<file path="src/rtl/mem_access_sequencer.sv">
// mem_access_sequencer
// Arbitrates one single-port, synchronous-read word memory between an
// instruction-fetch requester and a data requester. Data wins ties. Sub-word
// stores are performed as read-modify-write. Every output is driven from a
// register. The read-data outputs show the memory's registered read port
// during their ready cycle and hold that word afterwards.
//
// Optional feature: define MISALIGN_CHECK_EN to reject misaligned half/word
// data accesses. These take a one-cycle ERR response with d_err=1 and do not
// touch memory. When the macro is undefined there is no ERR state and d_err
// is tied low.

module mem_access_sequencer (
  input  logic        clk,
  input  logic        rst,
  // fetch port
  input  logic        if_req,
  input  logic [31:0] if_addr,
  output logic        if_ready,
  output logic [31:0] if_rdata,
  // data port
  input  logic        d_req,
  input  logic        d_we,
  input  logic [31:0] d_addr,
  input  logic [31:0] d_wdata,
  input  logic [1:0]  d_format,
  output logic        d_ready,
  output logic        d_err,
  output logic [31:0] d_rdata,
  // memory port
  output logic        mem_en,
  output logic        mem_we,
  output logic [31:0] mem_addr,
  output logic [31:0] mem_wdata,
  input  logic [31:0] mem_rdata,
  // status
  output logic        busy
);

  typedef enum logic [3:0] {
    IDLE,
    IF_RD,
    IF_WAIT,
    D_RD,
    D_WAIT,
    D_WR,
    RMW_RD,
    RMW_MRG,
`ifdef MISALIGN_CHECK_EN
    RMW_WR,
    ERR
`else
    RMW_WR
`endif
  } state_e;

  localparam logic [1:0] FMT_HALF = 2'b01;
  localparam logic [1:0] FMT_BYTE = 2'b10;

  state_e      state_q, state_d;

  // Request attributes captured when a transaction leaves IDLE.
  logic [31:0] addr_q;
  logic [31:0] wdata_q;
  logic [1:0]  fmt_q;

  // Attributes of the transaction being steered this cycle. In IDLE they
  // come straight from the winning requester. Elsewhere they come from the
  // captured copy.
  logic [31:0] cur_addr;
  logic [31:0] cur_wdata;
  logic [1:0]  cur_fmt;
  logic        cur_is_word;

  // Read-data hold registers and the load-data select.
  logic [31:0] if_hold_q;
  logic [31:0] d_hold_q;
  logic        d_rd_q;

  // Next-cycle values of the registered outputs.
  logic        busy_d;
  logic        mem_en_d;
  logic        mem_we_d;
  logic [31:0] mem_addr_d;
  logic [31:0] mem_wdata_d;
  logic        if_ready_d;
  logic        d_ready_d;
  logic        d_rd_d;
  logic [31:0] merged;

`ifdef MISALIGN_CHECK_EN
  logic        d_err_d;
  logic        cur_misaligned;
`endif

  assign cur_addr    = (state_q == IDLE) ? (d_req ? d_addr : if_addr) : addr_q;
  assign cur_wdata   = (state_q == IDLE) ? d_wdata : wdata_q;
  assign cur_fmt     = (state_q == IDLE) ? d_format : fmt_q;
  assign cur_is_word = (cur_fmt != FMT_HALF) && (cur_fmt != FMT_BYTE);

`ifdef MISALIGN_CHECK_EN
  assign cur_misaligned = ((cur_fmt == FMT_HALF) && cur_addr[0]) ||
                          (cur_is_word && (cur_addr[1:0] != 2'b00));
`endif

  // While the data output is in its ready cycle, it shows the memory read
  // port directly. Otherwise it shows the held copy.
  assign if_rdata = if_ready ? mem_rdata : if_hold_q;
  assign d_rdata  = d_rd_q   ? mem_rdata : d_hold_q;

  // Merge the right-aligned store data into the word read back from memory.
  // Both the byte lane and the half lane are selected by the low address bits.
  always_comb begin
    merged = mem_rdata;
    if (fmt_q == FMT_BYTE) begin
      case (addr_q[1:0])
        2'd0:    merged[7:0]   = wdata_q[7:0];
        2'd1:    merged[15:8]  = wdata_q[7:0];
        2'd2:    merged[23:16] = wdata_q[7:0];
        default: merged[31:24] = wdata_q[7:0];
      endcase
    end else if (addr_q[1]) begin
      merged[31:16] = wdata_q[15:0];
    end else begin
      merged[15:0]  = wdata_q[15:0];
    end
  end

  // State, captured request and output registers. Reset takes effect
  // immediately, so an in-flight write is dropped.
  always_ff @(posedge clk or posedge rst) begin
    if (rst) begin
      state_q   <= IDLE;
      addr_q    <= '0;
      wdata_q   <= '0;
      fmt_q     <= '0;
      busy      <= 1'b0;
      mem_en    <= 1'b0;
      mem_we    <= 1'b0;
      mem_addr  <= '0;
      mem_wdata <= '0;
      if_ready  <= 1'b0;
      d_ready   <= 1'b0;
      d_rd_q    <= 1'b0;
      if_hold_q <= '0;
      d_hold_q  <= '0;
`ifdef MISALIGN_CHECK_EN
      d_err     <= 1'b0;
`endif
    end else begin
      // NOTE: non-blocking assignments make every register here sample the
      // pre-edge values, whatever order the statements are written in.
      state_q   <= state_d;
      if (state_q == IDLE) begin
        addr_q  <= cur_addr;
        wdata_q <= d_wdata;
        fmt_q   <= d_format;
      end
      busy      <= busy_d;
      mem_en    <= mem_en_d;
      mem_we    <= mem_we_d;
      mem_addr  <= mem_addr_d;
      mem_wdata <= mem_wdata_d;
      if_ready  <= if_ready_d;
      d_ready   <= d_ready_d;
      d_rd_q    <= d_rd_d;
      if (if_ready) if_hold_q <= mem_rdata;
      if (d_rd_q)   d_hold_q  <= mem_rdata;
`ifdef MISALIGN_CHECK_EN
      d_err     <= d_err_d;
`endif
    end
  end

  // Next-state logic. Data has fixed priority in IDLE. Every path returns
  // to IDLE.
  always_comb begin
    // NOTE: assigning a default before the case keeps this purely
    // combinational; a path that left state_d unassigned would infer a latch.
    state_d = state_q;
    case (state_q)
      IDLE: begin
        if (d_req) begin
          if (!d_we)            state_d = D_RD;
          else if (cur_is_word) state_d = D_WR;
          else                  state_d = RMW_RD;
`ifdef MISALIGN_CHECK_EN
          if (cur_misaligned)   state_d = ERR;
`endif
        end else if (if_req) begin
          state_d = IF_RD;
        end
      end
      IF_RD:   state_d = IF_WAIT;
      IF_WAIT: state_d = IDLE;
      D_RD:    state_d = D_WAIT;
      D_WAIT:  state_d = IDLE;
      D_WR:    state_d = IDLE;
      RMW_RD:  state_d = RMW_MRG;
      RMW_MRG: state_d = RMW_WR;
      RMW_WR:  state_d = IDLE;
`ifdef MISALIGN_CHECK_EN
      ERR:     state_d = IDLE;
`endif
      default: state_d = IDLE;
    endcase
  end

  // Output decode for the state being entered. The result is registered, so
  // each output is valid for exactly the cycle spent in that state.
  always_comb begin
    busy_d      = (state_d != IDLE);
    mem_en_d    = 1'b0;
    mem_we_d    = 1'b0;
    mem_addr_d  = '0;
    mem_wdata_d = '0;
    if_ready_d  = 1'b0;
    d_ready_d   = 1'b0;
    d_rd_d      = 1'b0;
`ifdef MISALIGN_CHECK_EN
    d_err_d     = 1'b0;
`endif
    if (state_d != IDLE) mem_addr_d = {cur_addr[31:2], 2'b00};
    case (state_d)
      IF_RD:   mem_en_d = 1'b1;
      IF_WAIT: if_ready_d = 1'b1;
      D_RD:    mem_en_d = 1'b1;
      D_WAIT: begin
        d_ready_d = 1'b1;
        d_rd_d    = 1'b1;
      end
      D_WR: begin
        mem_en_d    = 1'b1;
        mem_we_d    = 1'b1;
        mem_wdata_d = cur_wdata;
        d_ready_d   = 1'b1;
      end
      RMW_RD:  mem_en_d = 1'b1;
      RMW_WR: begin
        mem_en_d    = 1'b1;
        mem_we_d    = 1'b1;
        mem_wdata_d = merged;
        d_ready_d   = 1'b1;
      end
`ifdef MISALIGN_CHECK_EN
      ERR: begin
        d_ready_d = 1'b1;
        d_err_d   = 1'b1;
      end
`endif
      default: ;
    endcase
  end

`ifndef MISALIGN_CHECK_EN
  assign d_err = 1'b0;
`endif

endmodule
</file>
<file path="config.mk">
export PLATFORM = sky130hd
export DESIGN_NAME = mem_access_sequencer
export DESIGN_NICKNAME = d
export VERILOG_FILES = /design/src/rtl/mem_access_sequencer.sv
export SDC_FILE = /design/constraint.sdc
export NUM_CORES = 1
export LEC_CHECK = 0
export ABC_AREA = 1
export CAP_MARGIN = 20
export CELL_PAD_IN_SITES_DETAIL_PLACEMENT = 1
export CELL_PAD_IN_SITES_GLOBAL_PLACEMENT = 2
export CORE_MARGIN = 2
export CORE_UTILIZATION = 28
export CTS_CLUSTER_SIZE = 8
export DETAILED_ROUTE_END_ITERATION = 8
export PLACE_DENSITY_LB_ADDON = 0.1
export SLEW_MARGIN = 20
export SYNTH_ARGS = -nofsm -noshare
export SYNTH_HDL_FRONTEND = slang
export SYNTH_SLANG_ARGS = --single-unit
</file>
<file path="constraint.sdc">
create_clock -name clk -period 8.2 [get_ports clk]
set_input_delay 0.82 -clock clk [delete_from_list [all_inputs] [get_ports clk]]
set_output_delay 0.82 -clock clk [all_outputs]
set_load 0.02 [all_outputs]
</file>
==> results of run 1 <==
[kinds of logic (layout without fill, tap and decap cells)]
group / Yosys count / count (layout) / share of synthesized area
and+or+nand+nor: 372 / 372 / 0.177
DFF: 202 / 202 / 0.564
AOI/OAI and AO/OA: 190 / 190 / 0.118
buffers and inverters: 140 / 397 / 0.0648
muxes: 60 / 60 / 0.0755
other: 1 / 4 / 0.000419
[worst max-delay path, stage by stage, from the launching register on]
cell and delay, ns:
dfrtp_2 1.04, nor2_1 0.11, a21oi_1 0.23, clkdlybuf4s50_1 0.66
[final timing paths]
path | from | to | slack [ns] | cells after the start
max | d_rd_q$_DFF_PP0_ | d_rdata[13] | 4.75 | 3
min | wdata_q[29]$_DFF_PP0_ | wdata_q[29]$_DFF_PP0_ | 0.48 | 2
max reg2reg | state_q[1]$_DFF_PP0_ | mem_addr[21]$_DFF_PP0_ | 5.38 | 7
min reg2reg | wdata_q[29]$_DFF_PP0_ | wdata_q[29]$_DFF_PP0_ | 0.48 | 2
max in group asynchronous | rst | addr_q[1]$_DFFE_PP0N_ | 6.02 | 3
min in group asynchronous | rst | addr_q[6]$_DFFE_PP0N_ | 0.77 | 2
[power by group through the flow]
stage	clock network, mW	logic [mW]	registers (mW)
final	1.07	2.73	1.62
after global routing	1.15	3.02	1.67
after CTS	1.11	2.78	1.63
after detailed placement	0	2.76	1.64
after global placement	0	2.74	1.63
after floorplan	0	1.53	1.71
[layout make-up]
cell class / instances / area, µm²
fill: 3603 / 18800
sequential: 202 / 5060
antenna: 1 / 2.50
timing repair buffer: 276 / 2740
inverter: 84 / 323
tap: 402 / 503
multi-input combinational: 625 / 3340
clock inverter: 1 / 20.0
clock buffer: 36 / 762
[through the flow]
| step | cells | util |
|---|---|---|
| after floorplan | 967 | - |
| after global routing | 1626 | 0.404 |
| after detailed placement | 1588 | 0.379 |
| final | 1627 | 0.404 |
| after CTS | 1625 | 0.403 |
| after global placement | 1588 | 0.379 |
[flip-flops by register name, indices dropped and copies added (netlist names)]
name	flops
addr_q	32
d_hold_q	32
if_hold_q	32
mem_wdata	32
wdata_q	32
mem_addr	30
state_q	4
fmt_q	2
busy	1
d_rd_q	1
d_ready	1
if_ready	1
mem_en	1
mem_we	1
[synth_stat cells (all sizes together)]
cell type | number | area, µm²
o211ai | 25 | 188
nand3b | 1 | 7.51
mux2 | 60 | 676
nor2 | 103 | 414
o21ai | 67 | 339
inv | 83 | 312
conb | 1 | 3.75
o31ai | 15 | 113
dfrtp | 202 | 5050
buf | 22 | 138
clkbuf | 34 | 128
or2 | 30 | 188
nand4 | 1 | 6.26
clkinv | 1 | 3.75
nand2 | 220 | 871
nor3 | 10 | 55.1
a21oi | 83 | 419
nand3 | 7 | 40.0
[routing by layer]
layer,global-route usage,vias up,part of all wire
met3,0.0620,43,0.089
met1,0.245,3701,0.42
li1,-,3605,-
met5,0,-,0.00048
met2,0.312,220,0.47
met4,0.0400,4,0.019
==> results.cfg, run 1 <==
[clocking]
cts_buffers = 29
clk_latency_ns = 0.56
clk_path_buf_depth = 3
cts_hold_buf = 0
cts_resized = 0
clock-sinks = 202
ctsHtreeMaxLevel = 1
cts_root_buf = clkbuf_16
clk_pin_slew_ns = 0.06
cts_tree = yes
postCtsSetupBuffers = 0

[sta]
relSlewSlack = 0.304
worst-slew-pin-transition_ns = 1.04
skew_ns = 0.0211
finalHoldViolations = 0
fmax_mhz = 290
fin_crit_ns = 3.45
hold_slack_ns = 0.479
setup_ws_ns = 4.75
rsz0062_at_grt = no
setup_viol = 0
setup_tns_ns = 0
drv_slew = 0
min_period_over_period = 0.421

[floorplanning]
start_util = 0.284
die_h_um = 183
ioPinCount = 269
core_mm2 = 0.0316
die-width_um = 183
dieArea_mm2 = 0.0334
rows = 65

[pwr]
p_int_mw = 3.15
p_sw_frac = 0.419
power.leakage_nw = 5.74
power.switching_mw = 2.27
combPwrFrac = 0.503
vdd_drop_max_uv = 191
pwr_density_cell_mw_per_mm2 = 425
p_clk_frac = 0.198
p_total_mw = 5.42
p_seq_frac = 0.299

[critical_path]
critPathCaptureType = primary output
arrival_ns = 2.63
critPathLaunchType = flip-flop
critPathMaxFanout = 49
worstSetupPathType = reg2out
required_ns = 7.38

[route]
drc = 0
drtIter0Drc = 301
wl_per_cell_um = 19.3
ant_nets = 0
routed_wl_um = 31400
dr.pass1.iters = 4
num_vias = 7573
viasPerCell = 4.65

[run_status]
status = finished, final reports clean

[final_layout]
final_common_cell = clkdlybuf4s50_1
finalNetCount = 1353
final_area_mm2 = 0.0128
area_growth_pct = 42.4
final_layout_size_suffix_gt1_frac = 0.136
final_cell_mix = 264 x clkdlybuf4s50_1, 203 x nand2_1, 199 x dfrtp_1

[global_route]
grt_max_degree = 88
gr-total-overflow = 0
grt_pass1_wl_um = 48800
first_global_vias = 7952
track_usage = 0.190
antenna_found_initial = 3

[placed_design]
hpwl_um = 21800
io_buffer_count = 265
place_ws_ns = 5.01
gp_routability_congestion = 0.738
placed_area_mm2 = 0.0119

[min_path]
hp-class = reg2reg

[synthesis]
netlist_area_mm2 = 0.00895
ys.warnings.count = 0
synth_seq_cells = 202
ys_types = 31
avgSynthCellArea_um2 = 9.28
yosysSeqAreaShare = 0.564
postSynthCellCount = 965

[flow_run]
maxCapViolCount = 0
Note: power is estimated with default switching activity, not from simulation.
==> run 2, diff against run 1 <==
--- a/config.mk
+++ b/config.mk
@@ -10,7 +10,7 @@
 export CELL_PAD_IN_SITES_DETAIL_PLACEMENT = 1
 export CELL_PAD_IN_SITES_GLOBAL_PLACEMENT = 2
 export CORE_MARGIN = 2
-export CORE_UTILIZATION = 28
+export CORE_UTILIZATION = 25
 export CTS_CLUSTER_SIZE = 8
 export DETAILED_ROUTE_END_ITERATION = 8
 export PLACE_DENSITY_LB_ADDON = 0.1
==> constraint.sdc (replaced) <==
create_clock -name clk -period 3.1 [get_ports clk]
set_input_delay 0.31 -clock clk [delete_from_list [all_inputs] [get_ports clk]]
set_output_delay 0.31 -clock clk [all_outputs]
set_load 0.02 [all_outputs]
==> run 2 against run 1 <==
  * Sequential power rose to 2.7 times the previous value
  * Sequential share of layout area is 0.51 points lower
  * Critical path type unchanged
  * Clock skew fell by 0.0040 ns
==> results.cfg, run 2 (synthesis gave the netlist of run 1 again) <==
[route]
drtIter0Drc = 294
ant_nets = 0
routed_wl_um = 32000
viasPerCell = 4.41
drc = 0
dr.pass1.iters = 4
wl_per_cell_um = 18.9
num_vias = 7465

[clocking]
postCtsSetupBuffers = 0
ctsHtreeMaxLevel = 1
clock-sinks = 202
cts_resized = 0
clk_pin_slew_ns = 0.05
clk_path_buf_depth = 3
cts_buffers = 29
cts_hold_buf = 0
clk_latency_ns = 0.54
cts_tree = yes
cts_root_buf = clkbuf_16

[floorplanning]
die_h_um = 193
ioPinCount = 269
die-width_um = 193
rows = 69
dieArea_mm2 = 0.0373
core_mm2 = 0.0354
start_util = 0.253

[run_status]
status = finished, final reports clean

[final_layout]
layout.cells.non_filler = 1692
final_cell_mix = 264 x clkdlybuf4s50_1, 203 x nand2_1, 199 x dfrtp_1
area_growth_pct = 44.3
fill_cells = 4048
multiInputGateArea_mm2 = 0.00334
seqCellArea_mm2 = 0.00506
final_common_cell = clkdlybuf4s50_1
finalNetCount = 1361
final_area_mm2 = 0.0129
final_layout_size_suffix_gt1_frac = 0.142

[sta]
skew_ns = 0.0171
worst-slew-pin-transition_ns = 0.905
rsz0062_at_grt = no
fin_crit_ns = 2.81
drv_slew = 0
min_period_over_period = 0.908
setup_tns_ns = 0
fmax_mhz = 355
relSlewSlack = 0.395
setup_viol = 0
finalHoldViolations = 0

[min_path]
hp-class = in2async

[flow_run]
maxCapViolCount = 0

[global_route]
first_global_vias = 8168
grt_max_degree = 82
track_usage = 0.172
gr-total-overflow = 0
grt_pass1_wl_um = 50000
antenna_found_initial = 2

[placed_design]
io_buffer_count = 265
hpwl_um = 22800
dp.cells = 1656
gp_routability_congestion = 0.723
placed_area_mm2 = 0.0121

[pwr]
power.leakage_nw = 5.79
vdd_drop_max_uv = 453
pwr_density_cell_mw_per_mm2 = 1110

[critical_path]
cp_cell_sequence = buf_4 > nor2_1 > a21oi_1 > clkdlybuf4s50_1
critPathLaunchType = flip-flop
arrival_ns = 2.50
cp_top_family = buffers and inverters
max_stage_delay_ns = 0.75
critPathCaptureType = primary output
worstSetupPathType = reg2out
critPathMaxFanout = 30
cp_slowest_cell = dfrtp_2
required_ns = 2.79
crit_buf_inv = 2
-- run 2: cell types whose count changed in the layout (fill, tap and decap cells not counted), sizes merged --
cell / previous run / this run
buf: 12 / 20
clkinvlp: 0 / 1
clkbuf: 36 / 34
inv: 84 / 83
-- run 2: worst reg2reg max path, delay by kind of cell, from the launching register on --
family	cells	cell delay, ns
DFF	1	0.46
and+or+nand+nor	9	1.15
AOI/OAI and AO/OA	1	0.15
buffers and inverters	1	0.36
-- run 2: per-layer routing --
layer | up-vias | global-route usage | part of all wire
met4 | 2 | 0.0297 | 0.013
met2 | 188 | 0.282 | 0.47
met3 | 34 | 0.0598 | 0.081
met5 | - | 0 | 0.00037
li1 | 3618 | - | -
met1 | 3623 | 0.221 | 0.44
-- run 2: area by class of cell --
cell class              count  share of cell area
clock buffers              34              0.0591
repair buffers            284               0.221
inverters                  84              0.0247
flip-flops and latches    202               0.392
clock inverters             1            0.000678
multi-input cells         625               0.258
diodes                      1            0.000194
well taps                 461              0.0446
-- run 2: path summary, 6_finish.rpt --
| path | startpoint | endpoint | slack, ns | cells past startpoint |
|---|---|---|---|---|
| setup / recovery | if_ready$_DFF_PP0_ | if_rdata[7] | 0.29 | 4 |
| min in group clk | d_wdata[28] | wdata_q[28]$_DFF_PP0_ | 0.34 | 3 |
| max in group asynchronous | rst | d_hold_q[14]$_DFF_PP0_ | 2.02 | 4 |
| setup reg to reg | state_q[1]$_DFF_PP0_ | mem_addr[29]$_DFF_PP0_ | 0.83 | 11 |
| hold / removal | rst | wdata_q[24]$_DFF_PP0_ | 0.07 | 2 |
| hold reg to reg | wdata_q[27]$_DFF_PP0_ | wdata_q[27]$_DFF_PP0_ | 0.48 | 2 |
-- run 2: power by group --
group | internal (mW) | switching (mW)
clock | 1.69 | 1.12
sequential | 3.81 | 0.585
combinational | 2.91 | 4.29
-- run 2: stage by stage --
step,worst slack (ns),utilization,hold slack [ns],total power [mW]
6_report,0.285,0.365,0.0676,14.4
5_1_grt,0.0768,0.365,0.0624,15.6
4_1_cts,0.0793,0.365,0.0501,14.8
3_5_place_dp,0.681,0.343,0.469,11.8
3_3_place_gp,0.743,0.343,0.462,11.7
2_1_floorplan,0.174,-,0.440,8.58
